[src/rtl/mem_ctrl_if.sv]
// mem_ctrl_if: bundles the requester handshakes (IF, MEM) and the byte-wide
// RAM port of mem_ctrl.
//   slave  : the controller's view (requests in, busy/ready/data and RAM strobes out)
//   master : the requesters' and RAM's view (the reverse)
interface mem_ctrl_if #(
  parameter int ADDR_WIDTH = 32
);
  // instruction fetch requester
  logic                  if_read;
  logic [ADDR_WIDTH-1:0] if_addr;
  logic                  if_busy;
  logic                  if_ready;
  logic [31:0]           if_data;
  // data memory requester
  logic                  mem_read;
  logic                  mem_write;
  logic [1:0]            mem_width;
  logic [ADDR_WIDTH-1:0] mem_addr;
  logic [31:0]           mem_wdata;
  logic                  mem_busy;
  logic                  mem_ready;
  logic [31:0]           mem_rdata;
  // byte-wide RAM
  logic [ADDR_WIDTH-1:0] ram_addr;
  logic                  ram_wr;
  logic [7:0]            ram_dout;
  logic [7:0]            ram_din;

  modport slave (
    input  if_read, if_addr,
    output if_busy, if_ready, if_data,
    input  mem_read, mem_write, mem_width, mem_addr, mem_wdata,
    output mem_busy, mem_ready, mem_rdata,
    output ram_addr, ram_wr, ram_dout,
    input  ram_din
  );

  modport master (
    output if_read, if_addr,
    input  if_busy, if_ready, if_data,
    output mem_read, mem_write, mem_width, mem_addr, mem_wdata,
    input  mem_busy, mem_ready, mem_rdata,
    input  ram_addr, ram_wr, ram_dout,
    output ram_din
  );
endinterface

[src/rtl/mem_ctrl.sv]
// mem_ctrl: arbitrates the IF and MEM requesters onto a byte-wide RAM and
// serialises each 1/2/4-byte transfer little-endian, one transaction at a time.
//   clk     : clock, rising edge
//   reset_n : asynchronous active-low reset
//   bus     : mem_ctrl_if.slave (IF handshake, MEM handshake, RAM port)
//
// state   | meaning
// --------+--------------------------------------------------------------
// IDLE    | waiting; MEM write > MEM read > IF read accepted at next edge
// READ    | issuing byte addresses and collecting ram_din into r_asm
// WRITE   | issuing byte addresses with ram_wr held high
module mem_ctrl #(
  parameter int ADDR_WIDTH = 32
) (
  input  logic      clk,
  input  logic      reset_n,
  mem_ctrl_if.slave bus
);
  localparam int AW = ADDR_WIDTH;

  typedef enum logic [1:0] {
    ST_IDLE  = 2'd0,
    ST_READ  = 2'd1,
    ST_WRITE = 2'd2
  } state_t;

  state_t          r_state;
  logic            r_owner_if;
  logic [2:0]      r_cnt;
  logic [2:0]      r_nbytes;
  logic [AW-1:0]   r_base;
  logic [31:0]     r_wdata;
  logic [31:0]     r_asm;
  logic [AW-1:0]   r_ram_addr;
  logic            r_ram_wr;
  logic [7:0]      r_ram_dout;
  logic [31:0]     r_if_data;
  logic            r_if_ready;
  logic [31:0]     r_mem_rdata;
  logic            r_mem_ready;

  // w_step is the index of the edge currently being taken (E1, E2, ...).
  logic [2:0]      w_step;
  logic [2:0]      w_cap_idx;
  logic [2:0]      w_mem_nbytes;
  logic [AW-1:0]   w_next_addr;
  logic [7:0]      w_wbyte;
  logic [31:0]     w_asm_next;

  assign w_step      = r_cnt + 3'd1;
  // RAM data lags its address by two edges, so edge j+2 captures byte j.
  assign w_cap_idx   = w_step - 3'd2;
  assign w_next_addr = r_base + AW'(w_step);
  assign w_wbyte     = r_wdata[{w_step[1:0], 3'b000} +: 8];
  assign w_asm_next  = r_asm | ({24'd0, bus.ram_din} << {w_cap_idx[1:0], 3'b000});

  always_comb begin
    w_mem_nbytes = 3'd4;
    case (bus.mem_width)
      2'b00:   w_mem_nbytes = 3'd1;
      2'b01:   w_mem_nbytes = 3'd2;
      default: w_mem_nbytes = 3'd4;
    endcase
  end

  always_ff @(posedge clk or negedge reset_n) begin
    if (!reset_n) begin
      r_state     <= ST_IDLE;
      r_owner_if  <= 1'b0;
      r_cnt       <= 3'd0;
      r_nbytes    <= 3'd0;
      r_base      <= '0;
      r_wdata     <= 32'd0;
      r_asm       <= 32'd0;
      r_ram_addr  <= '0;
      r_ram_wr    <= 1'b0;
      r_ram_dout  <= 8'd0;
      r_if_data   <= 32'd0;
      r_if_ready  <= 1'b0;
      r_mem_rdata <= 32'd0;
      r_mem_ready <= 1'b0;
    end else begin
      r_if_ready  <= 1'b0;
      r_mem_ready <= 1'b0;
      case (r_state)
        ST_IDLE: begin
          if (bus.mem_write) begin
            r_state    <= ST_WRITE;
            r_owner_if <= 1'b0;
            r_nbytes   <= w_mem_nbytes;
            r_base     <= bus.mem_addr;
            r_wdata    <= bus.mem_wdata;
            r_cnt      <= 3'd0;
            r_ram_addr <= bus.mem_addr;
            r_ram_wr   <= 1'b1;
            r_ram_dout <= bus.mem_wdata[7:0];
          end else if (bus.mem_read) begin
            r_state    <= ST_READ;
            r_owner_if <= 1'b0;
            r_nbytes   <= w_mem_nbytes;
            r_base     <= bus.mem_addr;
            r_cnt      <= 3'd0;
            r_asm      <= 32'd0;
            r_ram_addr <= bus.mem_addr;
          end else if (bus.if_read) begin
            r_state    <= ST_READ;
            r_owner_if <= 1'b1;
            r_nbytes   <= 3'd4;
            r_base     <= bus.if_addr;
            r_cnt      <= 3'd0;
            r_asm      <= 32'd0;
            r_ram_addr <= bus.if_addr;
          end
        end
        ST_READ: begin
          r_cnt <= w_step;
          if (w_step < r_nbytes) r_ram_addr <= w_next_addr;
          if (w_step >= 3'd2)    r_asm      <= w_asm_next;
          if (w_step == r_nbytes + 3'd1) begin
            r_state <= ST_IDLE;
            if (r_owner_if) begin
              r_if_data  <= w_asm_next;
              r_if_ready <= 1'b1;
            end else begin
              r_mem_rdata <= w_asm_next;
              r_mem_ready <= 1'b1;
            end
          end
        end
        ST_WRITE: begin
          r_cnt <= w_step;
          if (w_step < r_nbytes) begin
            r_ram_addr <= w_next_addr;
            r_ram_dout <= w_wbyte;
          end else begin
            r_ram_wr    <= 1'b0;
            r_mem_ready <= 1'b1;
            r_state     <= ST_IDLE;
          end
        end
        default: r_state <= ST_IDLE;
      endcase
    end
  end

  assign bus.mem_busy  = (r_state != ST_IDLE);
  assign bus.if_busy   = (r_state != ST_IDLE) | bus.mem_read | bus.mem_write;
  assign bus.if_ready  = r_if_ready;
  assign bus.if_data   = r_if_data;
  assign bus.mem_ready = r_mem_ready;
  assign bus.mem_rdata = r_mem_rdata;
  assign bus.ram_addr  = r_ram_addr;
  assign bus.ram_wr    = r_ram_wr;
  assign bus.ram_dout  = r_ram_dout;
endmodule

[src/flat_wrapper.sv]
// flat-port wrapper written by rule: the top's interface ports become plain ports
module mem_ctrl_flat 
#(
  parameter int ADDR_WIDTH = 32
)
  (clk, reset_n, bus_if_read, bus_if_addr, bus_if_busy, bus_if_ready, bus_if_data, bus_mem_read, bus_mem_write, bus_mem_width, bus_mem_addr, bus_mem_wdata, bus_mem_busy, bus_mem_ready, bus_mem_rdata, bus_ram_addr, bus_ram_wr, bus_ram_dout, bus_ram_din);
  mem_ctrl_if #(.ADDR_WIDTH(ADDR_WIDTH)) bus_i ();
  input  logic clk;
  input  logic reset_n;
  input wire logic [$bits(bus_i.if_read)-1:0] bus_if_read;
  input wire logic [$bits(bus_i.if_addr)-1:0] bus_if_addr;
  output wire logic [$bits(bus_i.if_busy)-1:0] bus_if_busy;
  output wire logic [$bits(bus_i.if_ready)-1:0] bus_if_ready;
  output wire logic [$bits(bus_i.if_data)-1:0] bus_if_data;
  input wire logic [$bits(bus_i.mem_read)-1:0] bus_mem_read;
  input wire logic [$bits(bus_i.mem_write)-1:0] bus_mem_write;
  input wire logic [$bits(bus_i.mem_width)-1:0] bus_mem_width;
  input wire logic [$bits(bus_i.mem_addr)-1:0] bus_mem_addr;
  input wire logic [$bits(bus_i.mem_wdata)-1:0] bus_mem_wdata;
  output wire logic [$bits(bus_i.mem_busy)-1:0] bus_mem_busy;
  output wire logic [$bits(bus_i.mem_ready)-1:0] bus_mem_ready;
  output wire logic [$bits(bus_i.mem_rdata)-1:0] bus_mem_rdata;
  output wire logic [$bits(bus_i.ram_addr)-1:0] bus_ram_addr;
  output wire logic [$bits(bus_i.ram_wr)-1:0] bus_ram_wr;
  output wire logic [$bits(bus_i.ram_dout)-1:0] bus_ram_dout;
  input wire logic [$bits(bus_i.ram_din)-1:0] bus_ram_din;
  assign bus_i.if_read = bus_if_read;
  assign bus_i.if_addr = bus_if_addr;
  assign bus_if_busy = bus_i.if_busy;
  assign bus_if_ready = bus_i.if_ready;
  assign bus_if_data = bus_i.if_data;
  assign bus_i.mem_read = bus_mem_read;
  assign bus_i.mem_write = bus_mem_write;
  assign bus_i.mem_width = bus_mem_width;
  assign bus_i.mem_addr = bus_mem_addr;
  assign bus_i.mem_wdata = bus_mem_wdata;
  assign bus_mem_busy = bus_i.mem_busy;
  assign bus_mem_ready = bus_i.mem_ready;
  assign bus_mem_rdata = bus_i.mem_rdata;
  assign bus_ram_addr = bus_i.ram_addr;
  assign bus_ram_wr = bus_i.ram_wr;
  assign bus_ram_dout = bus_i.ram_dout;
  assign bus_i.ram_din = bus_ram_din;
  mem_ctrl #(.ADDR_WIDTH(ADDR_WIDTH)) u_core (.clk(clk), .reset_n(reset_n), .bus(bus_i));
endmodule
[config.mk]
export PLATFORM = sky130hd
export DESIGN_NAME = mem_ctrl_flat
export DESIGN_NICKNAME = d
export VERILOG_FILES = /design/src/rtl/mem_ctrl_if.sv /design/src/rtl/mem_ctrl.sv /design/src/flat_wrapper.sv
export SDC_FILE = /design/constraint.sdc
export NUM_CORES = 1
export LEC_CHECK = 0
export ABC_CLOCK_PERIOD_IN_PS = 4000
export BUFFER_PORTS_ARGS = -buffer_cell sky130_fd_sc_hd__buf_2
export CAP_MARGIN = 10
export CORE_ASPECT_RATIO = 1.1
export CORE_MARGIN = 3
export CORE_UTILIZATION = 35
export CTS_BUF_LIST = sky130_fd_sc_hd__clkbuf_16
export CTS_CLUSTER_DIAMETER = 40
export DETAILED_ROUTE_END_ITERATION = 16
export GPL_TIMING_DRIVEN = 0
export SLEW_MARGIN = 20
export SYNTH_ARGS = -nofsm -noshare
export SYNTH_HDL_FRONTEND = slang
export SYNTH_SLANG_ARGS = --single-unit
export TNS_END_PERCENT = 1
[constraint.sdc]
create_clock -name clk -period 4 [get_ports clk]
set_input_delay 0.8 -clock clk [delete_from_list [all_inputs] [get_ports clk]]
set_output_delay 0.8 -clock clk [all_outputs]
set_load 0.05 [all_outputs]
Yosys cells after proc, flatten, opt, wreduce, memory -nomap -nowiden --
Index checks and enable logic that the tools add are counted.
Word-level totals: register bits 212, output and inout bits 109, input port bits 111
Operators by class: add/sub/neg operators 4, mux-type cells 40, bitwise gates (word level) 4, $lt $le $gt $ge 2, shifts and indexed selects 2, reductions and logical operators 18, equality and inequality tests 13
Operators with widths (count):
- two-way mux 32 bit | 8
- one-hot mux 32 bit (2 select lines) | 2
- adder 32 x 3 -> 32 bit | 1
- OR 32 bit | 1
- variable part select 32 x 6 -> 8 bit | 1
- << shifter 8 x 5 -> 32 bit | 1
- two-way mux 3 bit | 6
- AND reduction 3 bit | 6
- two-way mux 8 bit | 2
- one-hot mux 8 bit (2 select lines) | 1
- one-hot mux 3 bit (2 select lines) | 2
- two-way mux 1 bit | 11
- two-way mux 2 bit | 5
- != test 2 x 1 -> 1 bit (second input constant) | 4
- nonzero test 2 bit | 4
- adder 3 x 1 -> 3 bit (second input constant) | 2
- != test 2 bit (second input constant) | 3
- one-hot mux 2 bit (3 select lines) | 1
- AND reduction 2 bit | 3
- == test 2 x 1 -> 1 bit (second input constant) | 2
- logical NOT 2 bit | 2
- != test 4 bit (second input constant) | 1
- one-hot mux 1 bit (2 select lines) | 2
- AND reduction 4 bit | 1
- 10 further kinds | 11

Depth between registers and ports, before layout --
depth in word-level cells 6, mapped depth 12, depth with buffers taken out 9

Worst setup path before layout --
Ideal clock, no wire load.
path type reg2reg, start point register u_core.r_cnt[0], end point register u_core.r_ram_addr[12], in the netlist u_core.bus.ram_addr[12], path buffers 2, cell stages (with the launch flop) 12, arrival time 2.733 ns, period minus slack after synthesis 2.859 ns, required time 3.874 ns, setup slack 1.141 ns, library setup time 0.126 ns, cells stage by stage dfrtp_1 buf_2 buf_2 inv_1 ha_1 inv_1 fa_1 nand2b_4 a2111oi_4 nand2_1 xnor2_1 a221o_1
On the way: cells in the longest elaborated chain, start to end 4, elaborated cells between the ends (all ways) 7, classes of those cells 2 x add/sub; 1 x order compare; 1 x eq/ne; 2 x mux; 1 x reduce/logical
Ends and longest elaborated chain:
- start: declaration | RTL line mem_ctrl.sv:29 | logic [2:0] r_cnt;
- start signal: assignment | RTL line mem_ctrl.sv:116 | r_cnt <= w_step;
- start signal: assignment | RTL line mem_ctrl.sv:131 | r_cnt <= w_step;
- adder 3 x 1 -> 3 bit (*) | RTL line mem_ctrl.sv:50 | assign w_step = r_cnt + 3'd1;
- adder 32 x 3 -> 32 bit or < comparator 3 bit (tied branches) | RTL line mem_ctrl.sv:53, mem_ctrl.sv:117, mem_ctrl.sv:132
- two-way mux 32 bit or != test 2 x 1 -> 1 bit (tied branches)
- one-hot mux 32 bit (2 select lines) or AND reduction 3 bit (tied branches)
- end signal: assignment | RTL line mem_ctrl.sv:94 | r_ram_addr <= bus.mem_addr;
- end signal: assignment | RTL line mem_ctrl.sv:117 | if (w_step < r_nbytes) r_ram_addr <= w_next_addr;
- end signal: assignment | RTL line mem_ctrl.sv:133 | r_ram_addr <= w_next_addr;
- end: declaration | RTL line mem_ctrl.sv:34 | logic [AW-1:0] r_ram_addr;
Every way passes the cells marked *; elsewhere a longest branch is shown, timed or not. The select of a mux whose other input is x is not followed. A chain may end at the register's enable or synchronous reset.

Final worst setup path --
start point register u_core.r_cnt[0], end point register u_core.r_ram_dout[5], in the netlist u_core.bus.ram_dout[5]
On the way: cells in the longest elaborated chain, start to end 4, elaborated cells between the ends (all ways) 7, classes of those cells 1 x add/sub; 1 x order compare; 1 x eq/ne; 1 x shift; 2 x mux; 1 x reduce/logical
Ends and longest elaborated chain:
- adder 3 x 1 -> 3 bit (*) | RTL line mem_ctrl.sv:50
- variable part select 32 x 6 -> 8 bit or < comparator 3 bit (tied branches) | RTL line mem_ctrl.sv:54, mem_ctrl.sv:132
- two-way mux 8 bit or != test 2 x 1 -> 1 bit (tied branches)
- one-hot mux 8 bit (2 select lines) or AND reduction 3 bit (tied branches)
- end signal: assignment | RTL line mem_ctrl.sv:96 | r_ram_dout <= bus.mem_wdata[7:0];
- end signal: assignment | RTL line mem_ctrl.sv:134 | r_ram_dout <= w_wbyte;
- end: declaration | RTL line mem_ctrl.sv:36 | logic [7:0] r_ram_dout;
Marks and branches as above.

==> summary.md <==
| Metric | Value |
|---|---|
| Status | complete, no violations |
| # clock sinks | 212 |
| Synthesized area | 9830 um2 |
| Placed cell areas | 11,400 um2 |
| Period utilization | between 80 and 90% |
| Layout cells sized above 1 | 29.3% |
| DRC | 0 |
| WP data required | 4.34 ns |
| Synth area leader | dfrtp_1 |
| Syn Inst Count | 933 |
| Final Hold Vio Count | 0 |
| Tightest Pin Transition | roughly 0.96 ns |
| Comb pwr share | 45.5% |
| Final Core Density | 46.3% |
| Power density cells | 994 nW/um2 |
| Final setup TNS | 0 ns |
| Crit. End Element | flip-flop |
| Fin nets | approximately 1,300 |
| Max transition margin | 35.7% |
| Worst Path Arrival | approximately 3.9 ns |
| Initial core utilization | between 30% and 40% |
| Syn Nets | 1,058 |
| Maximum VDD drop | 0.443 mV |
| Clock Pin Slew Worst Setup and Hold Paths | 0.05 ns |
| Pins Over Slew Limit | 0 |
| Placed Cells | approximately 1,500 |
| Syn. warnings | 0 |
| Worst R2R Setup Slack | 0.49 ns |
| DR iter-0 viols | between 400 and 500 |
| Cell-by-cell trace of the critical path | ha_1, clkbuf_1, inv_1, ha_1, nand2b_1, a21oi_1, a21oi_1, clkbuf_1, nor2_1, a21oi_1 |
| Yosys top cell area share | 54.0% |
| Yosys cell types | 57 |
| Hold Crit Class | in -> async |
| Core Area | roughly 27,000 um2 |
| Placed wire-length estimate | ~21 mm |
| Die W | 166 um |
| Vias in the first global route | between 8,000 and 9,000 |
| Seq cells post-synth | 212 |
| Synth-to-Final Area Change | 28.3% |
| Switching Fraction | 45.1% |
| Fin Clk Skew | 0.0178 ns |
| Die extent in y | 182 um |
| Fmax achieved | 0.285 GHz |
| Sequential Power Share | between 20 and 30% |
| Unrepaired setup endpoints after global routing | false |
| Largest net degree at the start of global routing | just under 90 |
| Leakage | ~6.1 nW |
| CTS buffer count | 34 |
| TritonCTS clock tree | yes |
| CP max stage cell | a21oi_1 |
| Number of port buffers | 211 |
| Minimum clock period | 3.51 ns |
| Die Area | 30,100 um2 |
| WL final | 28.5 mm |
| Async S/R FF share, synth | 100% |
| Initial antenna violation count | 2 |
| Switch Pwr | 0.00565 W |
| Htree depth | 2 |
| Internal power | 0.00688 W |
| Wirelength per Cell | between 15 and 20 um |
| Final instance area | 12,600 um2 |
| Ys flop type | dfrtp_1 |
| CP max stage delay | 0.61 ns |
| CP Class | reg -> reg |
| Top cells by area, synth | dfrtp_1, mux2i_1, a21oi_1, mux2_2, nor2_1 |
| # hold bufs at CTS | 0 |
| CP dominant cell by count | a21oi_1 |
| IO Count | 220 |
| Final Non-Filler Cells | 1,565 |
| GRT overflow | 0 |
| First-pass DRT Iterations | 7 |
| Via density | 5.02 |
| Resize count post-CTS | 0 |
| Post-synth EDFFs | 0 |
| Final setup fails | 0 |
| First-pass GRT wire length | about 45 mm |
| Vias after detailed routing | 7,860 |
| RePlAce Congestion | between 0.8 and 0.9 |
| Average size of a mapped cell | roughly 11 um2 |
| CP max FO | 10 |
| Final ANT Viol Nets | 0 |
| GRT Total Usage | between 10% and 20% |
| CTS root buffer | clkbuf_16 |
| Post-CTS setup buffers | 0 |
| Sequential fraction of the synthesis area | 54.0% |
| Clock buffer depth | 3 |
| Std-Cell Rows | 63 |
| Startpoint types | flip-flop |
| # Max-Cap Violations | 0 |
| Clock Power Share | approximately 25% |
| Worst-Skew Late Latency | roughly 0.5 ns |
Yosys cell counts, types with 2 or more instances:
cell type	instances
nand3_1	16
buf_4	9
a21oi_1	130
nand2b_1	4
nand4_1	10
dfrtp_1	212
buf_1	13
and3_1	5
buf_2	17
a221o_1	3
o311ai_0	3
nand3_2	2
mux2i_1	75
inv_1	51
and2_1	2
xnor2_1	12
nor4_1	3
o221ai_1	2
or2_2	4
o21ai_0	60
nor2_1	89
ha_1	13
nand2_1	58
xor2_1	18
clkbuf_1	14
and4_1	2
a211oi_1	2
a21o_1	6
mux2_2	36
nor3_1	28
mux4_2	8
state kept, by name (all words and copies together), names as in the netlist, 2 cells and up:
register	cells
u_core.bus.ram_addr	32
u_core.r_nbytes	3
u_core.r_asm	32
u_core.bus.if_data	32
u_core.bus.mem_rdata	32
u_core.r_state	2
u_core.r_wdata	32
u_core.r_cnt	3
u_core.bus.ram_dout	8
u_core.r_base	32
worst paths after layout:
kind / to / from / depth (start not counted)
setup reg to reg: u_core.bus.ram_dout[5] / u_core.r_cnt[0] / 10
setup / recovery: u_core.bus.ram_dout[5] / u_core.r_cnt[0] / 10
min in group clk: u_core.bus.ram_addr[3] / u_core.bus.ram_addr[3] / 2
hold reg to reg: u_core.bus.ram_addr[3] / u_core.bus.ram_addr[3] / 2
hold / removal: u_core.r_base[20] / reset_n / 1
max in group asynchronous: u_core.bus.if_data[25] / reset_n / 2
worst max-delay path: cells and delay by family (launching register included):
| kind | cells | cell delay, ns |
|---|---|---|
| AO/OA/AOI/OAI | 3 | 1.11 |
| buffers and inverters | 3 | 0.92 |
| adder cells (fa/ha/maj) | 2 | 0.70 |
| flip-flops | 1 | 0.42 |
| AND/OR/NAND/NOR | 2 | 0.20 |
power by group through the flow:
stage	sequential (W)	clock, W	combinational (W)
after floorplan	0.00517	0	0.00264
after global placement	0.00369	0	0.00565
after detailed placement	0.00372	0	0.00574
after CTS	0.00370	0.00320	0.00576
after global routing	0.00382	0.00329	0.00620
final	0.00370	0.00314	0.00570
routing by layer:
metal / vias up / track usage (%) / share of wire (%)
met1: 3840 / 24.4 / 44
met5: - / 0 / 0.046
met3: 43 / 4.29 / 6.2
li1: 3741 / - / -
met2: 234 / 31.0 / 48
met4: 2 / 5.59 / 2.0
logic make-up (layout without fill, tap and decap cells):
kind of cell | Yosys count | after routing | share of synthesized area [%]
other | 0 | 1 | 0
multiplexers | 119 | 119 | 13.6
adder cells (fa/ha/maj) | 14 | 14 | 1.86
flip-flops | 212 | 212 | 54.0
XOR/XNOR | 30 | 30 | 2.67
buffers and inverters | 106 | 380 | 4.62
AO/OA/AOI/OAI | 218 | 218 | 12.3
AND/OR/NAND/NOR | 234 | 234 | 11.0
final cells by class:
| cell class | count | area (um2) |
|---|---|---|
| Fill cell | 2654 | 14700 |
| Sequential cell | 212 | 5310 |
| Multi-Input combinational cell | 615 | 4070 |
| Timing Repair Buffer | 213 | 1120 |
| Clock buffer | 35 | 876 |
| Tap cell | 357 | 447 |
| Clock inverter | 26 | 340 |
| Buffer | 54 | 259 |
| Inverter | 52 | 195 |
| Antenna cell | 1 | 2.50 |
metrics by stage:
stage | total power, W | hold slack [ns] | setup WS [ns]
after floorplan | 0.00781 | 0.456 | 1.14
after global placement | 0.00935 | 0.465 | -1.71
after detailed placement | 0.00946 | 0.468 | 0.409
after CTS | 0.0127 | 0.256 | 0.374
after global routing | 0.0133 | 0.277 | 0.107
final | 0.0125 | 0.252 | 0.489
layout by cell type, fill, tap and decap left out, types with 7 or more instances in the layout:
| cell type | count |
|---|---|
| a21oi_1 | 130 |
| buf_1 | 13 |
| buf_2 | 227 |
| buf_4 | 9 |
| bufinv_16 | 7 |
| clkbuf_1 | 14 |
| clkbuf_16 | 35 |
| dfrtp_1 | 212 |
| ha_1 | 13 |
| inv_1 | 52 |
| mux2_2 | 36 |
| mux2i_1 | 75 |
| mux4_2 | 8 |
| nand2_1 | 58 |
| nand3_1 | 16 |
| nand4_1 | 10 |
| nor2_1 | 89 |
| nor3_1 | 28 |
| o21ai_0 | 60 |
| xnor2_1 | 12 |
| xor2_1 | 18 |
Power figures use the tool's default switching activity.
